**config.mk**
```make
export PLATFORM = sky130hd
export DESIGN_NAME = adder_controller
export DESIGN_NICKNAME = d
export VERILOG_FILES = /design/src/rtl/adder_ctrl_pkg.sv /design/src/rtl/adder_txn_counter.sv /design/src/rtl/adder_controller.sv
export SDC_FILE = /design/constraint.sdc
export NUM_CORES = 1
export LEC_CHECK = 0
export ABC_AREA = 1
export BUFFER_PORTS_ARGS = -buffer_cell sky130_fd_sc_hd__clkbuf_2
export CORE_AREA = 2 2 39 41
export CTS_CLUSTER_SIZE = 30
export DETAILED_ROUTE_END_ITERATION = 6
export DIE_AREA = 0 0 41 43
export HOLD_SLACK_MARGIN = 0.06
export PLACE_DENSITY_LB_ADDON = 0.05
export SLEW_MARGIN = 20
export SYNTH_ARGS = -nofsm -noshare
export SYNTH_HDL_FRONTEND = slang
export SYNTH_SLANG_ARGS = --single-unit
```
**constraint.sdc**
```tcl
create_clock -name clk -period 1.25 [get_ports clk]
set_input_delay 0.125 -clock clk [delete_from_list [all_inputs] [get_ports clk]]
set_output_delay 0.125 -clock clk [all_outputs]
set_load 0.01 [all_outputs]
```
**src/rtl/adder_ctrl_pkg.sv**
```systemverilog
// Shared state encoding, bsel codes and output decode for the adder control FSM.
package adder_ctrl_pkg;

  typedef enum logic [2:0] {
    IDLE   = 3'd0,
    LOAD   = 3'd1,
    ADD_AB = 3'd2,
    ADD_C  = 3'd3,
    ADD_D  = 3'd4,
    OUT    = 3'd5,
    DONE   = 3'd6
  } state_t;

  localparam logic [1:0] BSEL_AB  = 2'b00;
  localparam logic [1:0] BSEL_C   = 2'b01;
  localparam logic [1:0] BSEL_D   = 2'b10;
  localparam logic [1:0] BSEL_NOP = 2'b11;

  typedef struct packed {
    logic       load;
    logic       asel;
    logic [1:0] bsel;
    logic       output_enable;
    logic       busy;
    logic       done;
  } ctrl_t;

  localparam ctrl_t CTRL_IDLE = '{
    load:          1'b0,
    asel:          1'b0,
    bsel:          BSEL_NOP,
    output_enable: 1'b0,
    busy:          1'b0,
    done:          1'b0
  };

  // Unsupported operand counts fall back to the full four-operand sum.
  function automatic int eff_num_ops(input int num_ops);
    return (num_ops == 2 || num_ops == 3) ? num_ops : 4;
  endfunction

  function automatic ctrl_t decode_state(input state_t s);
    ctrl_t c;
    c      = CTRL_IDLE;
    c.busy = (s != IDLE);
    case (s)
      LOAD:   c.load = 1'b1;
      ADD_AB: begin
        c.asel = 1'b1;
        c.bsel = BSEL_AB;
      end
      ADD_C:  c.bsel = BSEL_C;
      ADD_D:  c.bsel = BSEL_D;
      OUT:    c.output_enable = 1'b1;
      DONE:   c.done = 1'b1;
      default: ;
    endcase
    return c;
  endfunction

endpackage

```
**src/rtl/adder_txn_counter.sv**
```systemverilog
// Wrapping count of completed adder transactions.
module adder_txn_counter #(
  parameter int CNT_W = 8
) (
  input  logic             clk,
  input  logic             rst,
  input  logic             inc,
  output logic [CNT_W-1:0] count
);

  always_ff @(posedge clk or negedge rst) begin
    if (!rst) begin
      count <= '0;
    end else if (inc) begin
      count <= count + 1'b1;
    end
  end

endmodule

```
**src/rtl/adder_controller.sv**
```systemverilog
// Control FSM sequencing the four-operand adder datapath with a done/ack handshake.
// Optional transaction counter and txn_count port: define ADDER_CTRL_TXN_COUNT_EN.
module adder_controller
  import adder_ctrl_pkg::*;
#(
  parameter int NUM_OPS = 4,
  parameter int CNT_W   = 8
) (
  input  logic             clk,
  input  logic             rst,
  input  logic             start,
  input  logic             ack,
  output logic             aload,
  output logic             bload,
  output logic             cload,
  output logic             dload,
  output logic             asel,
  output logic [1:0]       bsel,
  output logic             output_enable,
  output logic             busy,
  output logic             done,
`ifdef ADDER_CTRL_TXN_COUNT_EN
  output logic [CNT_W-1:0] txn_count,
`endif
  output state_t           state_dbg
);

  localparam int OPS = eff_num_ops(NUM_OPS);

  // Handshake: start is honoured only in IDLE and ack only in DONE; a start
  // seen elsewhere (including alongside ack in DONE) is dropped, never queued.
  state_t state;
  state_t state_next;
  ctrl_t  ctrl_next;
  ctrl_t  ctrl_q;

  always_ff @(posedge clk or negedge rst) begin
    if (!rst) begin
      state <= IDLE;
    end else begin
      state <= state_next;
    end
  end

  always_comb begin
    state_next = state;
    case (state)
      IDLE:    if (start) state_next = LOAD;
      LOAD:    state_next = ADD_AB;
      ADD_AB:  state_next = (OPS >= 3) ? ADD_C : OUT;
      ADD_C:   state_next = (OPS == 4) ? ADD_D : OUT;
      ADD_D:   state_next = OUT;
      OUT:     state_next = DONE;
      DONE:    if (ack) state_next = IDLE;
      default: state_next = IDLE;
    endcase
  end

  // Decoding the next state into a register keeps every strobe glitch-free
  // while still lining up exactly with the current state.
  assign ctrl_next = decode_state(state_next);

  always_ff @(posedge clk or negedge rst) begin
    if (!rst) begin
      ctrl_q <= CTRL_IDLE;
    end else begin
      ctrl_q <= ctrl_next;
    end
  end

  assign aload         = ctrl_q.load;
  assign bload         = ctrl_q.load;
  assign cload         = ctrl_q.load;
  assign dload         = ctrl_q.load;
  assign asel          = ctrl_q.asel;
  assign bsel          = ctrl_q.bsel;
  assign output_enable = ctrl_q.output_enable;
  assign busy          = ctrl_q.busy;
  assign done          = ctrl_q.done;
  assign state_dbg     = state;

`ifdef ADDER_CTRL_TXN_COUNT_EN
  logic txn_done;
  assign txn_done = (state == DONE) && ack;

  adder_txn_counter #(
    .CNT_W(CNT_W)
  ) u_txn_counter (
    .clk  (clk),
    .rst  (rst),
    .inc  (txn_done),
    .count(txn_count)
  );
`else
  logic cnt_w_unused;
  assign cnt_w_unused = (CNT_W > 0);
`endif

endmodule

```
Word-level counts from Yosys, hierarchy flattened:

Cells that the tools add are included.

* bits in registers: 10
* output and inout port bits: 13
* input port bits: 4
* logic and storage cells: 29

* reduce and logical (&&, ||, !) cells: 2
* muxes and demuxes: 8
* equality and inequality tests: 12

Operator list (number)
* $pmux 3 s7: 1
* $eq 3x3->1 const B: 6
* $eq 3x2->1 const B: 4
* $eq 3x1->1 const B: 2
* $mux 3: 2
* $pmux 2 s3: 1
* $mux 1: 4
* $logic_not 3->1: 1
* $reduce_bool 3->1: 1

Depth between registers and ports, before layout:

* depth in word-level cells: 4
* depth in mapped cells: 6
* gate-level depth less buffers: 5

Worst setup path after synthesis:

Ideal clock, no wire load.

* path type: reg2reg
* start point: register state[1], in the netlist state_dbg[1]
* end point: register ctrl_q, in the netlist busy
* buffers on the path: 1
* setup time: 0.123 ns
* required time: 1.127 ns
* slack: 0.291 ns
* clock period less this slack: 0.959 ns
* data arrival time: 0.836 ns
* stages on the path, launching flop included: 6
* path through: dfrtp_1 > buf_6 > nor2_4 > nand2_1 > nand2_1 > nand3_2

RTL lines
* from (decl): line adder_controller.sv:32 `state_t state;`
* from (signal assigned): line adder_controller.sv:41 `state <= state_next;`
* to (signal assigned): line adder_controller.sv:67 `ctrl_q <= ctrl_next;`
* to (decl): line adder_controller.sv:35 `ctrl_t ctrl_q;`

Final worst setup path:

* start point: register state[2], in the netlist state_dbg[2]
* end point: output state_dbg[2]

RTL lines
* to (decl): line adder_controller.sv:25 `output state_t state_dbg`

No word-level cell between the ends.

==> reports/metrics.cfg <==
[placed_design]
portBuffers = 16
hpwl_um = 602
gp_congestion = 0.791
dp_slack_ns = 0.232

[sta]
rsz0062_at_grt = false
fin_setup_tns_ns = 0
tightest_slew_ns = 0.345
holdWs_ns = 0.0953
final_hold_viol_count = 0
fin_crit_sh = 0.905
final.setup.worst_slack_ns = 0.118
slew_violations = 0
clock_skew_ns = 0.00364
setup_viol = 0
period_needed_ns = 1.13
maxSlewHeadroom = 0.770
fmax_mhz = 884

[setup_path]
r2r_cells = 5
worstPathCellList = clkbuf_2
slowest_stage = dfrtp_1
endpoint_kind = primary output
r2r-start = state_dbg[2]
path_buf_inv = 1
start_kind = flop
r2r-end = busy
crit_type = flop to primary output
cp.arrival_ns = 1.01
critPathTopFamily = flip-flops
crit_required_ns = 1.12
critPathMaxStageDelay_ns = 0.55
rrSetupSlack_ns = 0.23
crit_fanout = 9

[drt]
ant_nets = 0
drc = 0
via_count = 355
wire_per_inst_um = 9.65
routed_wl_um = 782
vias_per_cell = 4.38
drtIter0Drc = 12
first_pass_iters = 4

[synth]
ys_seq_area_frac = 0.543
yosysWarnings = 0
netlist_instances = 49
syn_nets = 53
syn_area_um2 = 465
ys_ff_latch = 10
synth_top_area_share = 0.430
avgSynthCellArea_um2 = 9.50
ys_types = 18
synth_area_leader_cell = dfrtp_1
yosys-top-cells-area = dfrtp_1 (43%), dfstp_2 (11%), nand2_1 (8.9%)

[cells_and_area]
layout_commonest_cell = clkbuf_2
antenna_cells = 0
multi_input_area_um2 = 130
seq_area_um2 = 254
fillers = 146
final_cell_mix = clkbuf_2 (16), nand2_1 (11), dfrtp_1 (7), inv_1 (6), inv_2 (4)
areaGrowthSynthToFinish_pct = 22.0
drive_gt1_frac = 0.508
nets = 70

[worst_hold_path]
min_from = start
holdPathStages = 3
min_to = aload
worst_hold_path_type = input port to flop

[floorplan]
io_pins = 17
start_util = 0.336
die_area_um2 = 1760
coreArea_um2 = 1380
die_h_um = 43
rows = 14
fp.dieW_um = 41

[clock_tree]
clockBufferDepth = 2
cts_tree = done
post_cts_buffers = 0
cts_buffers = 3
clk_pin_slew_ns = 0.07
clkLatencyLatePin_ns = 0.26
cts-htree-levels = 1
cts.sinks = 10
clock-root-buffer = clkbuf_4

[power]
p_clk_frac = 0.187
power.switching_mw = 0.638
p_int_mw = 0.894
power_frac_seq = 0.414
irDropWorstVdd_mv = 0.965
p_leak_nw = 0.321
finalPower_mw = 1.53
comb_power_share = 0.399
swShare = 0.416
p_per_area_nw_per_um2 = 2700

[global_route]
overflow = 0
antenna_found_initial = 0
grt.total_usage = 0.122
grt_pass1_wl_um = 1350
grt_max_degree = 12
grt_pass1_vias = 329

[flow_run]
drv_cap = 0

[status]
status = finished, final reports clean

-- final cells by class --
cell class                 instances  share of cell area
clock buffer                       4              0.0639
inverter                          10              0.0661
multi-input combinational         24               0.229
sequential                        10               0.447
tap                               16              0.0352
timing repair buffer              17               0.159
-- power groups by stage --
stage	combinational [mW]	sequential [mW]	clock (mW)
after floorplan	0.514	0.618	0
after global placement	0.633	0.633	0
after detailed placement	0.622	0.634	0
after CTS	0.624	0.629	0.304
after global routing	0.706	0.663	0.330
final	0.611	0.634	0.287
-- worst max-delay path by stage --
| stage | slack [ns] | start | cells past startpoint | to |
|---|---|---|---|---|
| floorplan | 0.29 | state_dbg[1] | 5 | busy |
| global placement | 0.21 | state_dbg[1] | 4 | busy |
| global route | 0.05 | state_dbg[2] | 1 | state_dbg[2] |
| detailed placement | 0.23 | state_dbg[1] | 5 | busy |
| finish | 0.12 | state_dbg[2] | 1 | state_dbg[2] |
| CTS | 0.07 | state_dbg[1] | 1 | state_dbg[1] |
-- timing repair --
action,4_1_cts,5_1_grt
setup endpoints to repair,0,1
hold buffers,1,0
resized for setup,0,1
hold endpoints to repair,10,0
-- cells by family after synthesis --
logic type | count (synthesis) | synth area share
and+or+nand+nor | 21 | 0.231
buffers and inverters | 15 | 0.177
AOI/OAI and AO/OA | 3 | 0.0484
DFF | 10 | 0.543
-- per-layer routing --
metal,wire length [um],part of all wire,global-route usage
met5,0,0,0
met4,0,0,0.0800
met3,62,0.079,0.0785
met2,401,0.51,0.166
met1,317,0.41,0.135
-- registers in the layout, summed over array words and instances (netlist names) --
signal and cells:
aload 1, asel 1, bsel 2, busy 1, done 1, output_enable 1
state_dbg 3
-- synthesized netlist by cell type --
library cell and instances:
nand2_1 11, dfrtp_1 8, inv_1 6, inv_2 4, buf_4 3, nand2_2 3
buf_6 2, dfstp_2 2, a21oi_1 1, nand3_1 1, nand3_2 1, nand4_1 1
nor2_1 1, nor2_4 1, nor3_1 1, nor4_1 1, o21ai_1 1, o31ai_2 1
-- worst reg2reg max path, delay by kind of cell (launching register included) --
family / cells / cell delay [ns]
flip-flops: 1 / 0.55
AND/OR/NAND/NOR: 5 / 0.36
-- through the flow --
step | cell area, um2 | std cells | utilization
2_1_floorplan | 465 | 49 | -
3_3_place_gp | 520 | 76 | 0.376
3_5_place_dp | 520 | 76 | 0.376
4_1_cts | 567 | 81 | 0.410
5_1_grt | 568 | 81 | 0.410
6_report | 568 | 81 | 0.410
Note: power is estimated with default switching activity, not from simulation.
